===== src/rtl/cmd_frame_parser_pkg.sv =====
// Shared constants, FSM encoding and checksum helper for the command frame parser.
// The writable-address bounds are also used by the configuration register bank.
package cmd_frame_parser_pkg;

    localparam logic [7:0]  HDR0_BYTE       = 8'hEB;
    localparam logic [7:0]  HDR1_BYTE       = 8'h90;
    localparam logic [7:0]  WR_ADDR_MIN     = 8'h02;
    localparam logic [7:0]  WR_ADDR_MAX     = 8'h15;
    localparam logic [15:0] TIMEOUT_CYC_DEF = 16'd5000;

    typedef enum logic [2:0] {
        ST_IDLE,
        ST_HDR1,
        ST_ADDR,
        ST_DHI,
        ST_DLO,
        ST_CSUM
    } state_e;

    function automatic logic [7:0] frame_csum(input logic [7:0] addr,
                                              input logic [7:0] data_hi,
                                              input logic [7:0] data_lo);
        return addr + data_hi + data_lo;
    endfunction

endpackage


===== src/rtl/cmd_frame_parser_if.sv =====
// Byte-stream input and register-write/housekeeping outputs of the command frame parser.
interface cmd_frame_parser_if;

    logic        byte_valid_in;
    logic [7:0]  byte_in;
    logic        wr_out;
    logic [7:0]  wr_addr_out;
    logic [15:0] data_out;
    logic [15:0] frame_ok_cnt_out;
    logic [7:0]  frame_err_cnt_out;
    logic        err_flag_out;

    modport slave (
        input  byte_valid_in, byte_in,
        output wr_out, wr_addr_out, data_out,
        output frame_ok_cnt_out, frame_err_cnt_out, err_flag_out
    );

    modport master (
        output byte_valid_in, byte_in,
        input  wr_out, wr_addr_out, data_out,
        input  frame_ok_cnt_out, frame_err_cnt_out, err_flag_out
    );

endinterface


===== src/rtl/cmd_frame_parser_timeout_cnt.sv =====
// Inter-byte idle counter: clears on load, counts while enabled, and flags expiry
// on the cycle the count reaches LIMIT-1 with no clear pending.
module cmd_frame_parser_timeout_cnt #(
    parameter logic [15:0] LIMIT = 16'd5000
) (
    input  logic clk_in,
    input  logic rst_in,
    input  logic clr_i,
    input  logic en_i,
    output logic expire_o
);

    logic [15:0] cnt_q;
    logic [15:0] cnt_d;

    always_comb begin
        cnt_d = cnt_q;
        if (clr_i) begin
            cnt_d = '0;
        end else if (en_i) begin
            cnt_d = cnt_q + 16'd1;
        end
    end

    // NOTE: state registers use non-blocking assignments so every flop samples
    // pre-edge values; blocking here would create order-dependent simulation.
    always_ff @(posedge clk_in or posedge rst_in) begin
        if (rst_in) begin
            cnt_q <= '0;
        end else begin
            cnt_q <= cnt_d;
        end
    end

    assign expire_o = en_i && !clr_i && (cnt_q == LIMIT - 16'd1);

endmodule


===== src/rtl/cmd_frame_parser.sv =====
// Recognises 6-byte command frames (HDR0 HDR1 ADDR DHI DLO CSUM), issues a one-cycle
// register write for valid frames and keeps OK/error housekeeping counters.
module cmd_frame_parser
    import cmd_frame_parser_pkg::*;
#(
    parameter logic [7:0]  HDR0        = HDR0_BYTE,
    parameter logic [7:0]  HDR1        = HDR1_BYTE,
    parameter logic [7:0]  ADDR_MIN    = WR_ADDR_MIN,
    parameter logic [7:0]  ADDR_MAX    = WR_ADDR_MAX,
    parameter logic [15:0] TIMEOUT_CYC = TIMEOUT_CYC_DEF
) (
    input  logic               clk_in,
    input  logic               rst_in,
    cmd_frame_parser_if.slave  bus
);

    state_e      state_q, state_d;
    logic [7:0]  addr_q, addr_d;
    logic [7:0]  dhi_q, dhi_d;
    logic [7:0]  dlo_q, dlo_d;
    logic        wr_q, wr_d;
    logic [7:0]  wr_addr_q, wr_addr_d;
    logic [15:0] data_q, data_d;
    logic [15:0] ok_cnt_q, ok_cnt_d;
    logic [7:0]  err_cnt_q, err_cnt_d;
    logic        err_flag_q, err_flag_d;

    logic byte_acc;
    logic frame_pass;
    logic err_event;
    logic tmo_expire;

    assign byte_acc   = bus.byte_valid_in;
    assign frame_pass = (bus.byte_in == frame_csum(addr_q, dhi_q, dlo_q)) &&
                        (addr_q >= ADDR_MIN) && (addr_q <= ADDR_MAX);

    // Idle counter is held clear in IDLE and on every accepted byte.
    cmd_frame_parser_timeout_cnt #(
        .LIMIT (TIMEOUT_CYC)
    ) u_timeout (
        .clk_in   (clk_in),
        .rst_in   (rst_in),
        .clr_i    (byte_acc || (state_q == ST_IDLE)),
        .en_i     (state_q != ST_IDLE),
        .expire_o (tmo_expire)
    );

    // NOTE: every signal written here gets a default first; a path that leaves
    // one unassigned would infer a latch.
    always_comb begin
        state_d    = state_q;
        addr_d     = addr_q;
        dhi_d      = dhi_q;
        dlo_d      = dlo_q;
        wr_d       = 1'b0;
        wr_addr_d  = wr_addr_q;
        data_d     = data_q;
        ok_cnt_d   = ok_cnt_q;
        err_cnt_d  = err_cnt_q;
        err_flag_d = err_flag_q;
        err_event  = 1'b0;

        if (byte_acc) begin
            unique case (state_q)
                ST_IDLE: if (bus.byte_in == HDR0) state_d = ST_HDR1;
                ST_HDR1: begin
                    if (bus.byte_in == HDR1)      state_d = ST_ADDR;
                    else if (bus.byte_in != HDR0) state_d = ST_IDLE;
                end
                ST_ADDR: begin
                    addr_d  = bus.byte_in;
                    state_d = ST_DHI;
                end
                ST_DHI: begin
                    dhi_d   = bus.byte_in;
                    state_d = ST_DLO;
                end
                ST_DLO: begin
                    dlo_d   = bus.byte_in;
                    state_d = ST_CSUM;
                end
                ST_CSUM: begin
                    state_d = ST_IDLE;
                    if (frame_pass) begin
                        wr_d      = 1'b1;
                        wr_addr_d = addr_q;
                        data_d    = {dhi_q, dlo_q};
                        ok_cnt_d  = ok_cnt_q + 16'd1;
                    end else begin
                        err_event = 1'b1;
                    end
                end
                default: state_d = ST_IDLE;
            endcase
        end else if (tmo_expire) begin
            state_d   = ST_IDLE;
            err_event = 1'b1;
        end

        if (err_event) begin
            err_flag_d = 1'b1;
            if (err_cnt_q != 8'hFF) err_cnt_d = err_cnt_q + 8'd1;
        end
    end

    always_ff @(posedge clk_in or posedge rst_in) begin
        if (rst_in) begin
            state_q    <= ST_IDLE;
            addr_q     <= '0;
            dhi_q      <= '0;
            dlo_q      <= '0;
            wr_q       <= 1'b0;
            wr_addr_q  <= '0;
            data_q     <= '0;
            ok_cnt_q   <= '0;
            err_cnt_q  <= '0;
            err_flag_q <= 1'b0;
        end else begin
            state_q    <= state_d;
            addr_q     <= addr_d;
            dhi_q      <= dhi_d;
            dlo_q      <= dlo_d;
            wr_q       <= wr_d;
            wr_addr_q  <= wr_addr_d;
            data_q     <= data_d;
            ok_cnt_q   <= ok_cnt_d;
            err_cnt_q  <= err_cnt_d;
            err_flag_q <= err_flag_d;
        end
    end

    assign bus.wr_out            = wr_q;
    assign bus.wr_addr_out       = wr_addr_q;
    assign bus.data_out          = data_q;
    assign bus.frame_ok_cnt_out  = ok_cnt_q;
    assign bus.frame_err_cnt_out = err_cnt_q;
    assign bus.err_flag_out      = err_flag_q;

endmodule


===== src/flat_wrapper.sv =====
// flat-port wrapper written by rule: the top's interface ports become plain ports
module cmd_frame_parser_flat import cmd_frame_parser_pkg::*;
#(
    parameter logic [7:0]  HDR0        = HDR0_BYTE,
    parameter logic [7:0]  HDR1        = HDR1_BYTE,
    parameter logic [7:0]  ADDR_MIN    = WR_ADDR_MIN,
    parameter logic [7:0]  ADDR_MAX    = WR_ADDR_MAX,
    parameter logic [15:0] TIMEOUT_CYC = TIMEOUT_CYC_DEF
)
  (clk_in, rst_in, bus_byte_valid_in, bus_byte_in, bus_wr_out, bus_wr_addr_out, bus_data_out, bus_frame_ok_cnt_out, bus_frame_err_cnt_out, bus_err_flag_out);
  cmd_frame_parser_if bus_i ();
  input  logic clk_in;
  input  logic rst_in;
  input wire logic [$bits(bus_i.byte_valid_in)-1:0] bus_byte_valid_in;
  input wire logic [$bits(bus_i.byte_in)-1:0] bus_byte_in;
  output wire logic [$bits(bus_i.wr_out)-1:0] bus_wr_out;
  output wire logic [$bits(bus_i.wr_addr_out)-1:0] bus_wr_addr_out;
  output wire logic [$bits(bus_i.data_out)-1:0] bus_data_out;
  output wire logic [$bits(bus_i.frame_ok_cnt_out)-1:0] bus_frame_ok_cnt_out;
  output wire logic [$bits(bus_i.frame_err_cnt_out)-1:0] bus_frame_err_cnt_out;
  output wire logic [$bits(bus_i.err_flag_out)-1:0] bus_err_flag_out;
  assign bus_i.byte_valid_in = bus_byte_valid_in;
  assign bus_i.byte_in = bus_byte_in;
  assign bus_wr_out = bus_i.wr_out;
  assign bus_wr_addr_out = bus_i.wr_addr_out;
  assign bus_data_out = bus_i.data_out;
  assign bus_frame_ok_cnt_out = bus_i.frame_ok_cnt_out;
  assign bus_frame_err_cnt_out = bus_i.frame_err_cnt_out;
  assign bus_err_flag_out = bus_i.err_flag_out;
  cmd_frame_parser #(.HDR0(HDR0), .HDR1(HDR1), .ADDR_MIN(ADDR_MIN), .ADDR_MAX(ADDR_MAX), .TIMEOUT_CYC(TIMEOUT_CYC)) u_core (.clk_in(clk_in), .rst_in(rst_in), .bus(bus_i));
endmodule

===== config.mk =====
export PLATFORM = sky130hd
export DESIGN_NAME = cmd_frame_parser_flat
export DESIGN_NICKNAME = d
export VERILOG_FILES = /design/src/rtl/cmd_frame_parser_pkg.sv /design/src/rtl/cmd_frame_parser_if.sv /design/src/rtl/cmd_frame_parser_timeout_cnt.sv /design/src/rtl/cmd_frame_parser.sv /design/src/flat_wrapper.sv
export SDC_FILE = /design/constraint.sdc
export NUM_CORES = 1
export LEC_CHECK = 0
export CORE_AREA = 4 4 128 81
export CTS_CLUSTER_SIZE = 12
export DETAILED_ROUTE_END_ITERATION = 16
export DIE_AREA = 0 0 132 85
export PLACE_DENSITY = 0.83
export SLEW_MARGIN = 20
export SYNTH_ARGS = -nofsm -noshare
export SYNTH_HDL_FRONTEND = slang
export SYNTH_SLANG_ARGS = --single-unit

===== constraint.sdc =====
create_clock -name clk_in -period 3.5 [get_ports clk_in]
set_input_delay 0.7 -clock clk_in [delete_from_list [all_inputs] [get_ports clk_in]]
set_output_delay 0.7 -clock clk_in [all_outputs]
set_load 0.02 [all_outputs]

==> run metrics <==
slowest stage cell, crit path=fa_1; TritonRoute pass-1 iters=4; failing checks=negative setup slack; first-pass GRT wire length=17200 µm; total track usage=19.3%; PortBufs=60; Worst path max stage delay=560 ps; pwr dens=approximately 780 nW/µm²; post-synthesis cell type count=47; CTS Buf Count=9; Initial Utilization=49.6%; post-route ant nets=0; WHS Endpoint=u_core.u_timeout.cnt_q[0]; critical hold path startpoint=u_core.u_timeout.cnt_q[0]; Worst-Margin Slew=581 ps; DP Worst Slack=-103 ps; top_reg_cell synth=dfrtp_1; FMAX=~280 MHz; Crit path required time=3730 ps; num ports=61; Placed Cells incl. Taps=555; FP Rows=27; RSZ-0062 raised after global routing=true; DPL Wire Length=7050 µm; Avg WL per Cell=between 15 and 20 µm; #FFs+latches synth=93; CP max FO=11; reg2reg setup slack=-50 ps; max cap viols=0; most frequent CP cell=fa_1; vias in the first global route=3336; Synth Area per Inst=12.4 µm²; Crit. End Element=flop; gr ovfl total=0; Die Y=85 µm; Hold Path Class=reg -> reg; Net Count, Synth=roughly 390; Reg area=approximately 2300 µm²; Die X=132 µm; Period minus WS final=around 3600 ps; Yosys warning count=0; fin. max-slew vios=0; outcome=finished with violations; largest net degree at the start of global routing=between 90 and 100; DRT iter0 DRCs=290; CTS tree=yes; CTS H-Tree Depth=3; Root Buffer Master=clkbuf_16; multi-input logic area=approximately 2200 µm²; reg2reg path depth=11; Mapped Area=4510 µm²; hold path cells=1; Final setup viols=14; post-route setup slack=-51.1 ps; skew final=around 7.3 ps; Critical R2R Capture=u_core.bus.data_out[8]; Final GP Congestion=0.865; final net count=approximately 480; Hold Buf Count CTS=0; layout cell share with drive strength beyond 1=23.9%; CP arrival=3780 ps; synthesis-to-finish area growth=30.8%; initial antenna violation count=0; Leak=0.00260 µW; clk buf depth=2; Core ar.=between 9000 and 10000 µm²; design area=between 5000 and 6000 µm²; Fill cells=634; reg2reg start=u_core.dlo_q[1]; Post-synth ARST share=between 90% and 100%; Worst setup SP type=flop; Final period util=101%; n_diodes=0; Clk Latency, worst-skew pair=about 350 ps; DRC viols=0; total wire length=~10000 µm; Avg Vias per Cell=between 5 and 6; die area=11200 µm²; Pwr Total=4620 µW; Setup Crit Path Kind=reg -> reg; clk slew on worst S/H paths=70 ps; final hold violation count=0; Post-DP Area=5410 µm²; peak supply drop=0.487 mV; sequential cell area fraction in the yosys report=between 50% and 60%; Post-Syn Instances=365; Layout Cells excl Fill=577; worst path cell trace=fa_1 > ha_2 > fa_1 > xor2_1 > or4_4 > a2111oi_4 > o2111ai_4 > nor2_4 > buf_4 > buf_12 > mux2_2; Post-synth EDFFs=0; vias=approximately 3200; # clock sinks=93; Rel. slew slack=between 60% and 70%
==> flip-flops by register name (all words and copies together) (netlist names), 3 cells and up <==
register	count
u_core.dlo_q	8
u_core.bus.data_out	16
u_core.bus.wr_addr_out	8
u_core.bus.frame_err_cnt_out	8
u_core.state_q	3
u_core.addr_q	8
u_core.u_timeout.cnt_q	16
u_core.bus.frame_ok_cnt_out	16
u_core.dhi_q	8
==> metrics by stage <==
| stage | hold slack [ps] | setup TNS (ps) | util [%] |
|---|---|---|---|
| finish | 469 | -392 | 64.9 |
| global route | 487 | -3940 | 64.9 |
| CTS | 472 | -503 | 64.1 |
| detailed placement | 463 | -2010 | 59.5 |
| global placement | 445 | -351 | 59.5 |
| floorplan | 433 | 0 | - |
==> timing repair <==
action	4_1_cts	5_1_grt
gates cloned	1	0
pin swaps	3	1
buffers inserted	2	3
resized for setup	8	14
setup endpoints to repair	38	44
==> kinds of logic after synthesis <==
family,count (synthesis),share of synthesized area [%]
buf+inv,17,2.03
fa+ha+maj,17,6.05
simple gates,117,14.7
flops,93,51.6
xor+xnor,41,8.57
compound gates,30,4.55
mux,50,12.5
==> how the worst max path moves through the flow <==
stage	startpoint	end	slack [ps]	cells past startpoint
after floorplan	u_core.dlo_q[1]	u_core.bus.frame_err_cnt_out[1]	70	9
after global placement	u_core.dlo_q[1]	u_core.bus.wr_addr_out[2]	-30	10
after global routing	u_core.dlo_q[1]	u_core.bus.data_out[8]	-170	11
after detailed placement	u_core.dlo_q[1]	u_core.bus.data_out[9]	-100	10
after CTS	u_core.dlo_q[1]	u_core.bus.frame_ok_cnt_out[5]	-50	11
final	u_core.dlo_q[1]	u_core.bus.data_out[8]	-50	11
==> critical path, delay by kind of cell, from the launching register on <==
kind            cells  cell delay, ps
xor+xnor            1             150
mux                 1             340
compound gates      2             480
fa+ha+maj           3            1200
flops               1             410
buf+inv             2             270
simple gates        2             590
==> cell usage in the layout (no fill, tap or decap), drive strengths merged, types with 4 or more instances in the layout <==
cell | netlist | final
dfrtp | 93 | 93
clkdlybuf4s50 | 0 | 60
mux2 | 49 | 49
buf | 6 | 29
nor2 | 22 | 22
nand3 | 22 | 22
xnor2 | 20 | 20
xor2 | 19 | 19
a21oi | 15 | 15
nand2 | 14 | 14
clkbuf | 3 | 11
and3 | 10 | 10
nand4 | 10 | 10
ha | 9 | 9
fa | 8 | 8
inv | 8 | 7
nor2b | 6 | 6
nor3 | 6 | 6
or3 | 6 | 6
o21ai | 6 | 6
nand2b | 4 | 4
==> final cells by class <==
cell class | instances | share of cell area [%]
Clock inverter | 5 | 1.40
Multi-Input combinational cell | 255 | 36.9
Tap cell | 116 | 2.46
Timing Repair Buffer | 89 | 14.9
Clock buffer | 11 | 4.29
Inverter | 8 | 0.530
Sequential cell | 93 | 39.5
==> report_power, final <==
group          switching [µW]  leakage (µW)  internal (µW)  total [µW]
Clock                     411      0.000154            664        1080
Combinational            1100       0.00120            958        2060
Sequential                227       0.00125           1260        1480
Total                    1730       0.00260           2880        4620
==> metal layers <==
metal	vias to the layer above	track usage (%)	part of all wire (%)
met5	-	0	0
met4	0	5.15	1.2
met3	18	6.64	6.5
met2	112	28.8	45
met1	1600	26.9	47
li1	1472	-	-
==> Yosys cell counts (2+ instances only) <==
| cell | n | area (µm²) |
|---|---|---|
| nand4_1 | 10 | 62.6 |
| xnor2_1 | 20 | 175 |
| or3_1 | 6 | 37.5 |
| nor3_1 | 6 | 30.0 |
| nor2_1 | 21 | 78.8 |
| nor4b_1 | 3 | 26.3 |
| o22ai_1 | 2 | 12.5 |
| nand3_2 | 4 | 40.0 |
| nand3_1 | 18 | 90.1 |
| xor2_1 | 19 | 166 |
| buf_4 | 2 | 15.0 |
| nand4b_1 | 2 | 17.5 |
| inv_1 | 8 | 30.0 |
| or4_1 | 2 | 15.0 |
| ha_1 | 9 | 113 |
| a21oi_1 | 15 | 75.1 |
| nor4_1 | 2 | 12.5 |
| nand2b_1 | 4 | 25.0 |
| or2_2 | 2 | 12.5 |
| mux2_2 | 49 | 552 |
| clkbuf_1 | 3 | 11.3 |
| dfrtp_1 | 93 | 2330 |
| o21ai_0 | 5 | 25.0 |
| and2_1 | 2 | 12.5 |
| and3_1 | 10 | 62.6 |
| fa_1 | 8 | 160 |
| nor2b_1 | 6 | 37.5 |
| nand2_1 | 14 | 52.6 |
| xnor3_1 | 2 | 45.0 |
No activity file was read; power rests on OpenSTA's default activity.
